$ cat src/rtl/sher_vi_mem_sequencer_pkg.sv
// Shared types for the Sher-VI memory sequencer: FSM state encoding and op codes.
package sher_vi_mem_pkg;

  typedef enum logic [2:0] {
    ST_IDLE = 3'd0,
    ST_RD_A = 3'd1,
    ST_RD_B = 3'd2,
    ST_WR_D = 3'd3,
    ST_DONE = 3'd4
  } state_t;

  typedef enum logic [1:0] {
    OP_LOAD1 = 2'd0,
    OP_LOAD2 = 2'd1,
    OP_RMW   = 2'd2,
    OP_STORE = 2'd3
  } op_t;

  localparam int STALL_W = 8;

endpackage

$ cat src/rtl/sher_vi_mem_sequencer_if.sv
// Single-port data memory bus between the sequencer (master) and the memory (slave).
interface sher_vi_mem_sequencer_if #(
  parameter int ADDR_W = 16,
  parameter int DATA_W = 32
);
  logic              mem_req;
  logic              mem_we;
  logic [ADDR_W-1:0] mem_addr;
  logic [DATA_W-1:0] mem_wdata;
  logic [DATA_W-1:0] mem_rdata;
  logic              mem_ready;

  modport master (
    output mem_req, mem_we, mem_addr, mem_wdata,
    input  mem_rdata, mem_ready
  );

  modport slave (
    input  mem_req, mem_we, mem_addr, mem_wdata,
    output mem_rdata, mem_ready
  );
endinterface

$ cat src/rtl/sher_vi_mem_sequencer_sat_counter.sv
// Saturating up-counter with synchronous clear (priority) and count enable.
module sher_vi_sat_counter #(
  parameter int WIDTH = 8
) (
  input  logic             clk,
  input  logic             rst,
  input  logic             clr,
  input  logic             en,
  output logic [WIDTH-1:0] count
);
  logic [WIDTH-1:0] count_q, count_d;

  always_comb begin
    count_d = count_q;
    if (clr) begin
      count_d = {WIDTH{1'b0}};
    end else if (en && (count_q != {WIDTH{1'b1}})) begin
      count_d = count_q + WIDTH'(1);
    end else begin
      count_d = count_q;
    end
  end

  always_ff @(posedge clk or posedge rst) begin
    if (rst) count_q <= {WIDTH{1'b0}};
    else     count_q <= count_d;
  end

  assign count = count_q;
endmodule

$ cat src/rtl/sher_vi_mem_sequencer.sv
// Sequences up to two operand reads and one result write on the shared data memory
// port for one Sher-VI instruction, absorbing wait states and pulsing done at the end.
module sher_vi_mem_sequencer
  import sher_vi_mem_pkg::*;
#(
  parameter int ADDR_W = 16,
  parameter int DATA_W = 32
) (
  input  logic                    CLK,
  input  logic                    Reset,
  input  logic                    start,
  input  logic [1:0]              op,
  input  logic [ADDR_W-1:0]       addr_a,
  input  logic [ADDR_W-1:0]       addr_b,
  input  logic [ADDR_W-1:0]       addr_d,
  input  logic [DATA_W-1:0]       wdata,
  sher_vi_mem_sequencer_if.master mem,
  output logic [DATA_W-1:0]       opa,
  output logic [DATA_W-1:0]       opb,
  output logic                    busy,
  output logic                    done,
  output logic [2:0]              current_state,
  output logic [STALL_W-1:0]      stall_cycles
);
  state_t            state_q, state_d;
  op_t               op_q, op_d;
  logic [ADDR_W-1:0] addr_a_q, addr_a_d, addr_b_q, addr_b_d, addr_d_q, addr_d_d;
  logic [DATA_W-1:0] opa_q, opa_d, opb_q, opb_d;
  logic              req_s, we_s, stall_clr_s;
  logic [ADDR_W-1:0] addr_s;
  logic [DATA_W-1:0] wdata_s;

  always_comb begin
    state_d     = state_q;
    op_d        = op_q;
    addr_a_d    = addr_a_q;
    addr_b_d    = addr_b_q;
    addr_d_d    = addr_d_q;
    opa_d       = opa_q;
    opb_d       = opb_q;
    stall_clr_s = 1'b0;
    req_s       = 1'b0;
    we_s        = 1'b0;
    addr_s      = {ADDR_W{1'b0}};
    wdata_s     = {DATA_W{1'b0}};
    case (state_q)
      ST_IDLE: begin
        if (start) begin
          op_d        = op_t'(op);
          addr_a_d    = addr_a;
          addr_b_d    = addr_b;
          addr_d_d    = addr_d;
          stall_clr_s = 1'b1;
          state_d     = (op_t'(op) == OP_STORE) ? ST_WR_D : ST_RD_A;
        end else begin
          state_d = ST_IDLE;
        end
      end
      ST_RD_A: begin
        req_s  = 1'b1;
        addr_s = addr_a_q;
        if (mem.mem_ready) begin
          opa_d   = mem.mem_rdata;
          state_d = (op_q == OP_LOAD1) ? ST_DONE : ST_RD_B;
        end else begin
          state_d = ST_RD_A;
        end
      end
      ST_RD_B: begin
        req_s  = 1'b1;
        addr_s = addr_b_q;
        if (mem.mem_ready) begin
          opb_d   = mem.mem_rdata;
          state_d = (op_q == OP_RMW) ? ST_WR_D : ST_DONE;
        end else begin
          state_d = ST_RD_B;
        end
      end
      ST_WR_D: begin
        req_s   = 1'b1;
        we_s    = 1'b1;
        addr_s  = addr_d_q;
        wdata_s = wdata;
        if (mem.mem_ready) begin
          state_d = ST_DONE;
        end else begin
          state_d = ST_WR_D;
        end
      end
      ST_DONE: state_d = ST_IDLE;
      // Encodings 5-7 recover to IDLE on the next edge.
      default: state_d = ST_IDLE;
    endcase
  end

  always_ff @(posedge CLK or posedge Reset) begin
    if (Reset) begin
      state_q  <= ST_IDLE;
      op_q     <= OP_LOAD1;
      addr_a_q <= {ADDR_W{1'b0}};
      addr_b_q <= {ADDR_W{1'b0}};
      addr_d_q <= {ADDR_W{1'b0}};
      opa_q    <= {DATA_W{1'b0}};
      opb_q    <= {DATA_W{1'b0}};
    end else begin
      state_q  <= state_d;
      op_q     <= op_d;
      addr_a_q <= addr_a_d;
      addr_b_q <= addr_b_d;
      addr_d_q <= addr_d_d;
      opa_q    <= opa_d;
      opb_q    <= opb_d;
    end
  end

  sher_vi_sat_counter #(.WIDTH(STALL_W)) u_stall_cnt (
    .clk   (CLK),
    .rst   (Reset),
    .clr   (stall_clr_s),
    .en    (req_s && !mem.mem_ready),
    .count (stall_cycles)
  );

  assign mem.mem_req   = req_s;
  assign mem.mem_we    = we_s;
  assign mem.mem_addr  = addr_s;
  assign mem.mem_wdata = wdata_s;
  assign opa           = opa_q;
  assign opb           = opb_q;
  assign busy          = (state_q != ST_IDLE);
  assign done          = (state_q == ST_DONE);
  assign current_state = state_q;
endmodule

$ cat src/flat_wrapper.sv
// flat-port wrapper written by rule: the top's interface ports become plain ports
module sher_vi_mem_sequencer_flat import sher_vi_mem_pkg::*;
#(
  parameter int ADDR_W = 16,
  parameter int DATA_W = 32
)
  (CLK, Reset, start, op, addr_a, addr_b, addr_d, wdata, opa, opb, busy, done, current_state, stall_cycles, mem_mem_req, mem_mem_we, mem_mem_addr, mem_mem_wdata, mem_mem_rdata, mem_mem_ready);
  sher_vi_mem_sequencer_if #(.ADDR_W(ADDR_W), .DATA_W(DATA_W)) mem_i ();
  input  logic CLK;
  input  logic Reset;
  input  logic start;
  input  logic [1:0] op;
  input  logic [ADDR_W-1:0] addr_a;
  input  logic [ADDR_W-1:0] addr_b;
  input  logic [ADDR_W-1:0] addr_d;
  input  logic [DATA_W-1:0] wdata;
  output logic [DATA_W-1:0] opa;
  output logic [DATA_W-1:0] opb;
  output logic busy;
  output logic done;
  output logic [2:0] current_state;
  output logic [STALL_W-1:0] stall_cycles;
  output wire logic [$bits(mem_i.mem_req)-1:0] mem_mem_req;
  output wire logic [$bits(mem_i.mem_we)-1:0] mem_mem_we;
  output wire logic [$bits(mem_i.mem_addr)-1:0] mem_mem_addr;
  output wire logic [$bits(mem_i.mem_wdata)-1:0] mem_mem_wdata;
  input wire logic [$bits(mem_i.mem_rdata)-1:0] mem_mem_rdata;
  input wire logic [$bits(mem_i.mem_ready)-1:0] mem_mem_ready;
  assign mem_mem_req = mem_i.mem_req;
  assign mem_mem_we = mem_i.mem_we;
  assign mem_mem_addr = mem_i.mem_addr;
  assign mem_mem_wdata = mem_i.mem_wdata;
  assign mem_i.mem_rdata = mem_mem_rdata;
  assign mem_i.mem_ready = mem_mem_ready;
  sher_vi_mem_sequencer #(.ADDR_W(ADDR_W), .DATA_W(DATA_W)) u_core (.CLK(CLK), .Reset(Reset), .start(start), .op(op), .addr_a(addr_a), .addr_b(addr_b), .addr_d(addr_d), .wdata(wdata), .mem(mem_i), .opa(opa), .opb(opb), .busy(busy), .done(done), .current_state(current_state), .stall_cycles(stall_cycles));
endmodule
$ cat config.mk
export PLATFORM = sky130hd
export DESIGN_NAME = sher_vi_mem_sequencer_flat
export DESIGN_NICKNAME = d
export VERILOG_FILES = /design/src/rtl/sher_vi_mem_sequencer_pkg.sv /design/src/rtl/sher_vi_mem_sequencer_if.sv /design/src/rtl/sher_vi_mem_sequencer_sat_counter.sv /design/src/rtl/sher_vi_mem_sequencer.sv /design/src/flat_wrapper.sv
export SDC_FILE = /design/constraint.sdc
export NUM_CORES = 1
export LEC_CHECK = 0
export ABC_AREA = 1
export BUFFER_PORTS_ARGS = -buffer_cell sky130_fd_sc_hd__buf_2
export CORE_MARGIN = 2
export CORE_UTILIZATION = 35
export DETAILED_ROUTE_END_ITERATION = 6
export PLACE_DENSITY = 0.71
export SYNTH_ARGS = -nofsm -noshare
export SYNTH_HDL_FRONTEND = slang
export SYNTH_HIERARCHICAL = 1
export SYNTH_SLANG_ARGS = --single-unit
$ cat constraint.sdc
create_clock -name CLK -period 7.27 [get_ports CLK]
set_input_delay 0.727 -clock CLK [delete_from_list [all_inputs] [get_ports CLK]]
set_output_delay 0.727 -clock CLK [all_outputs]
set_load 0.05 [all_outputs]
==> qor.txt, run 1 <==
Total of cells resized after clock tree synthesis -> 0
Fin util -> 48.05%
Number of nets in the synthesized netlist -> 860
Antenna violations before repair -> 0
Insertion delay of the later-clocked pin in the worst-skew pair -> 0.42 ns
Power per cell area -> 523.7 mW/mm2
Maximum ir drop on the vdd rail -> 0.2369 mV
Switching power share of the total -> 51.37%
Kind of start point of the critical path -> register
Remaining global-route overflow -> 0
Hold Vio Cnt, Final -> 0
Routed wirelength normalized by instance count -> 13.76 um
Root buffer cell -> sky130_fd_sc_hd__clkbuf_16
Worst slack, placed -> 3.987 ns
Number of H-tree levels -> 4
Overall Global Routing Usage -> 19.23%
Kind of critical path -> register to output port
CP Capture Type -> output port
Max-cap viol count -> 0
Worst hold path type -> primary input to asynchronous set/reset pin
Yosys warnings -> 6
Sequential share of the synthesized area -> 54.87%
Post-route antenna net violation count -> 0
Status -> completed
Synthesis-stage register bit count -> 125
Slew at the pin with the worst max-slew slack -> 1.188 ns
Setup slack after layout -> 3.642 ns
Unrepaired setup endpoints after global routing -> no
Post-synth top area share -> 54.87%
Initial core utilization -> 35.89%
Sum Neg Setup Slack -> 0 ns
Layout cells sized above 1 -> 30.08%
Leading post-synthesis cells by cell area -> sky130_fd_sc_hd__dfrtp_1 55%, sky130_fd_sc_hd__nand2_1 24%, sky130_fd_sc_hd__nand3_1 5.0%, sky130_fd_sc_hd__inv_1 3.4%, sky130_fd_sc_hd__nor2_1 3.0%
Clock net sink count -> 125
Worst-case register-to-register setup slack -> 4.40 ns
Worst reg2reg path depth -> 7
Slowest cell on the critical path -> sky130_fd_sc_hd__nor2_2
Worst EP required -> 6.54 ns
Number of setup violations in the final report -> 0
Crit path DAT -> 2.90 ns
Maximum fanout encountered on the critical timing path -> 32
Routability cong. -> 0.8066
Detailed router's first-iteration violation count -> 318
Placeable core area -> 0.01589 mm2
Wire length of the first global-routing pass -> 26680 um
ANT cells -> 0
Count of hold buffers inserted by post-cts repair -> 0
Leading cell type in the layout, fill and taps excluded -> sky130_fd_sc_hd__nand2_1
Final period util -> 49.91%
Net switching power -> 2.054 mW
Static leakage -> 4.526 nW
Slew HR -> 20.60%
Standard-cell row count -> 46
Distinct cell type count of the synthesized netlist -> 25
Cts bufs inserted -> 17
Syn Area/Cell -> 7.693 um2
Worst clock skew on the final layout -> 0.01058 ns
Die Y-Extent -> 131.6 um
Number of detailed-route iterations in the first pass -> 5
Die area -> 0.01732 mm2
Hpwl dp -> 11390 um
Floorplan die width -> 131.6 um
I/O pin count -> 245
Total number of vias -> 5546
Number of buffers inserted by post-CTS setup repair -> 0
Clk network pwr share -> 20.8%
Maximum clock path buffer count -> 2
FF-to-FF Start -> u_core/current_state[0]
Final count of pins violating max slew -> 0
Critical path's largest stage delay -> 0.70 ns
Number of remaining DRC errors -> 0
Cell type with the largest total area after synthesis -> sky130_fd_sc_hd__dfrtp_1
Worst r2r dst -> u_core/opb[29]
Gate count of the mapped netlist -> 741
Relative contribution of combinational cells to total power -> 49.6%
Area growth, synth to finish -> 33.89%
Largest net degree at the start of global routing -> 63
CTS tree -> built
Maximum clock frequency -> 275.6 MHz
Internal power contribution -> 1.944 mW
Total Wirelength -> 16510 um
Highest-count cells in the layout ignoring fill and taps -> 364 x sky130_fd_sc_hd__nand2_1, 244 x sky130_fd_sc_hd__buf_2, 125 x sky130_fd_sc_hd__dfrtp_1, 57 x sky130_fd_sc_hd__nand3_1, 50 x sky130_fd_sc_hd__inv_1
Final nets -> 1090
Cell class contributing the biggest share of worst-path delay -> simple AND/OR/NAND/NOR gates
Sequential share of power -> 29.6%
Final Critical Period -> 3.628 ns
Clock slew seen by the registers of the worst setup and hold paths -> 0.06 ns
Post-synth design cell area -> 0.005700 mm2
List of cells traversed by the critical path -> nand2_1 > nor2_2 > inv_1 > nor2_1 > buf_2
Number of buffers added on ports -> 244
Buffers and inverters on the worst path -> 2
Via count of the first global-routing pass -> 5277
Number of vias per cell -> 4.622
worst max-delay path by stage:
stage                             from  depth (start not counted)  slack [ns]                 end
2_1_floorplan                    Reset                          1        3.44  u_core/addr_a_q[0]
3_3_place_gp   u_core/current_state[0]                          5        4.14   mem_mem_wdata[19]
3_5_place_dp   u_core/current_state[0]                          5        3.99   mem_mem_wdata[15]
4_1_cts        u_core/current_state[0]                          5        3.56   mem_mem_wdata[15]
5_1_grt        u_core/current_state[0]                          5        3.33    mem_mem_wdata[4]
6_report       u_core/current_state[0]                          5        3.64   mem_mem_wdata[15]
cells in the mapped netlist (all sizes together):
library cell    n
o21ai          35
ha              1
nand3          59
xnor2           1
buf            22
nor3            3
clkinv          1
a21oi           2
nand2         368
nand4           1
xor2            3
dfrtp         125
inv            54
clkbuf         15
nor3b           1
nor2           50
area by class of cell:
type / count / area, um2
fillers: 1570 / 8253
flip-flops and latches: 125 / 3128
multi-input cells: 524 / 2186
repair buffers: 248 / 1251
clock buffers: 19 / 442.9
well taps: 216 / 270.3
inverters: 55 / 214.0
clock inverters: 13 / 140.1
kinds of logic (layout without fill, tap and decap cells):
logic type / count (synthesis) / count (layout) / share of synthesized area (%)
AOI/OAI and AO/OA: 37 / 37 / 3.249
xor gates and xnor gates: 4 / 4 / 0.6147
adders and majority gates: 1 / 1 / 0.2195
buffers and inverters: 92 / 335 / 6.914
DFF: 125 / 125 / 54.87
and+or+nand+nor: 482 / 482 / 34.13
through the flow:
stage / total power, mW / instances / hold WS (ns) / cell area [um2]
6_report: 3.997 / 1200 / 0.2895 / 7632
4_1_cts: 4.030 / 1200 / 0.2855 / 7632
2_1_floorplan: 2.691 / 741 / 0.4492 / 5700
3_3_place_gp: 3.153 / 1168 / 0.4486 / 7049
5_1_grt: 4.242 / 1200 / 0.3057 / 7632
3_5_place_dp: 3.184 / 1168 / 0.4526 / 7049
flip-flops by register name, indices dropped and copies added (netlist names):
name                      cells
u_core/addr_d_q              16
u_core/opa                   32
u_core/u_stall_cnt/count      8
u_core/op_q                   2
u_core/addr_a_q              16
u_core/opb                   32
u_core/current_state          3
u_core/addr_b_q              16
metal layers:
layer,global-route usage [%],routed length [um]
met1,26.13,7478
met2,30.54,7629
met3,4.360,1200
met4,6.159,199
met5,0,0
power groups by stage:
| stage | Clock [mW] | Combinational, mW | Sequential [mW] |
|---|---|---|---|
| 3_5_place_dp | 0 | 1.99 | 1.19 |
| 2_1_floorplan | 0 | 0.896 | 1.80 |
| 3_3_place_gp | 0 | 1.97 | 1.18 |
| 6_report | 0.833 | 1.98 | 1.18 |
| 5_1_grt | 0.886 | 2.13 | 1.22 |
| 4_1_cts | 0.851 | 2.00 | 1.18 |
Power figures use the tool's default switching activity.
==> run 2, diff against run 1 <==
- PLACE_DENSITY: 0.71 -> 0.73
- clock period: 7.27 -> 3.25 ns (I/O delays scaled with it)
==> qor.txt, run 2 (same netlist as run 1, synthesis figures left out) <==
Static leakage -> 4.577 nW (+1.1%)
Internal power contribution -> 4.438 mW (+130%)
Worst clock skew on the final layout -> 0.009623 ns (-0.0009603 ns)
Number of setup violations in the final report -> 0 (unchanged)
Total Wirelength -> 16760 um (+1.5%)
Detailed router's first-iteration violation count -> 324 (+1.9%)
Net switching power -> 4.580 mW (+120%)
Count of hold buffers inserted by post-cts repair -> 1 (+1)
Max-cap viol count -> 0 (unchanged)
Insertion delay of the later-clocked pin in the worst-skew pair -> 0.41 ns (about the same)
Worst EP required -> 2.92 ns (-3.62 ns)
Final Critical Period -> 2.626 ns
Layout cells sized above 1 -> 30.27% (+0.19 points)
Total of cells resized after clock tree synthesis -> 0 (unchanged)
Leading cell type in the layout, fill and taps excluded -> sky130_fd_sc_hd__nand2_1
Via count of the first global-routing pass -> 5436 (+3.0%)
Post-route antenna net violation count -> 0 (unchanged)
Sum Neg Setup Slack -> 0 ns (unchanged)
Final nets -> 1097 (+0.64%)
Number of buffers added on ports -> 244 (unchanged)
Root buffer cell -> sky130_fd_sc_hd__clkbuf_16
Area growth, synth to finish -> 35.21%
Status -> completed
Number of cells in the finished layout apart from fillers -> 1207 (+0.58%)
Floorplan die width -> 131.6 um (unchanged)
Clock net sink count -> 125 (unchanged)
Maximum ir drop on the vdd rail -> 0.4797 mV (+100%)
Initial core utilization -> 35.89% (unchanged)
Crit path DAT -> 2.30 ns (-0.60 ns)
Clk network pwr share -> 21.1% (+0.3 points)
Placeable core area -> 0.01589 mm2 (unchanged)
Slew at the pin with the worst max-slew slack -> 0.8945 ns (-0.2936 ns)
Standard-cell row count -> 46 (unchanged)
Clock slew seen by the registers of the worst setup and hold paths -> 0.06 ns (about the same)
Die Y-Extent -> 131.6 um (unchanged)
Overall Global Routing Usage -> 19.70% (+0.47 points)
Final count of pins violating max slew -> 0 (unchanged)
I/O pin count -> 245 (unchanged)
Worst reg2reg path depth -> 8 (+1)
Number of buffers inserted by post-CTS setup repair -> 0 (unchanged)
Number of detailed-route iterations in the first pass -> 5 (unchanged)
Number of remaining DRC errors -> 0 (unchanged)
Largest net degree at the start of global routing -> 65 (+3.2%)
Maximum clock path buffer count -> 2 (unchanged)
CTS tree -> built
Total number of vias -> 5513 (-0.60%)
Switching power share of the total -> 50.79% (-0.58 points)
Routability cong. -> 0.7973 (-1.2%)
Cts bufs inserted -> 17 (unchanged)
Number of H-tree levels -> 4 (unchanged)
Die area -> 0.01732 mm2 (unchanged)
Maximum fanout encountered on the critical timing path -> 32 (unchanged)
Antenna violations before repair -> 0 (unchanged)
Relative contribution of combinational cells to total power -> 49.3% (-0.3 points)
Worst hold path type -> primary input to register
Hold Vio Cnt, Final -> 0 (unchanged)
Routed wirelength normalized by instance count -> 13.88 um (+0.93%)
Power per cell area -> 1170 mW/mm2 (+120%)
Kind of start point of the critical path -> register
Slew HR -> 40.30% (+20 points)
Final period util -> 80.81%
CP Capture Type -> output port
Fin util -> 48.52% (+0.47 points)
Maximum clock frequency -> 380.8 MHz
Number of vias per cell -> 4.568 (-1.2%)
Remaining global-route overflow -> 0 (unchanged)
Highest-count cells in the layout ignoring fill and taps -> 364 x sky130_fd_sc_hd__nand2_1, 244 x sky130_fd_sc_hd__buf_2, 125 x sky130_fd_sc_hd__dfrtp_1, 57 x sky130_fd_sc_hd__nand3_1, 50 x sky130_fd_sc_hd__inv_1
Number of instances on the worst hold path -> 3
Wire length of the first global-routing pass -> 27560 um (+3.3%)
Hpwl dp -> 11570 um (+1.6%)
Sequential share of power -> 29.7% (about the same)
Unrepaired setup endpoints after global routing -> no
ANT cells -> 0 (unchanged)
Total placed cells including tap cells -> 1174 (+0.51%)
Kind of critical path -> register to output port
[run 2: worst max-delay path, stage by stage, from the launching register on]
cell and delay (ns):
sky130_fd_sc_hd__dfrtp_1 0.46, sky130_fd_sc_hd__nand2_1 0.10, sky130_fd_sc_hd__nor2_1 0.11, sky130_fd_sc_hd__buf_4 0.27, sky130_fd_sc_hd__inv_1 0.43, sky130_fd_sc_hd__nor2_1 0.22, sky130_fd_sc_hd__buf_2 0.29
[run 2: final timing paths]
| check | startpoint | to | slack, ns |
|---|---|---|---|
| max | u_core/current_state[0] | mem_mem_wdata[0] | 0.62 |
| min | addr_a[7] | u_core/addr_a_q[7] | 0.1 |
| max reg2reg | u_core/current_state[0] | u_core/opb[31] | 1.13 |
| min reg2reg | u_core/opb[18] | u_core/opb[18] | 0.47 |
| max in group asynchronous | Reset | u_core/opa[8] | 1.82 |
| min in group asynchronous | Reset | u_core/u_stall_cnt/count[4] | 0.44 |
[run 2: metrics by stage]
stage	hold slack [ns]	total power, mW	worst slack [ns]	cell area, um2
2_1_floorplan	0.1407	6.021	0.9953	5704
3_3_place_gp	0.3306	7.081	1.131	7106
3_5_place_dp	0.3396	7.156	1.068	7106
4_1_cts	0.08284	9.105	0.6126	7707
5_1_grt	0.1035	9.581	0.3886	7707
6_report	0.09842	9.018	0.6237	7707
[run 2: metal layers]
layer / vias to the layer above / track usage (%) / share of wire (%)
li1: 2740 / - / -
met1: 2555 / 25.01 / 44
met2: 200 / 32.20 / 48
met3: 18 / 5.980 / 7.4
met4: 0 / 6.341 / 1.2
met5: - / 0 / 0
[run 2: cell type report]
class                   count  area (um2)
well taps                 216       270.3
repair buffers            255        1319
flip-flops and latches    125        3128
clock buffers              20       446.7
inverters                  55       215.2
clock inverters            12       145.1
multi-input cells         524        2183
fillers                  1583        8178
[run 2: power by group through the flow]
stage                     sequential [mW]  combinational (mW)  clock, mW
final                                2.67                4.44       1.90
after detailed placement             2.69                4.46          0
after floorplan                      4.02                2.00          0
after CTS                            2.68                4.49       1.94
after global routing                 2.77                4.79       2.02
after global placement               2.67                4.41          0
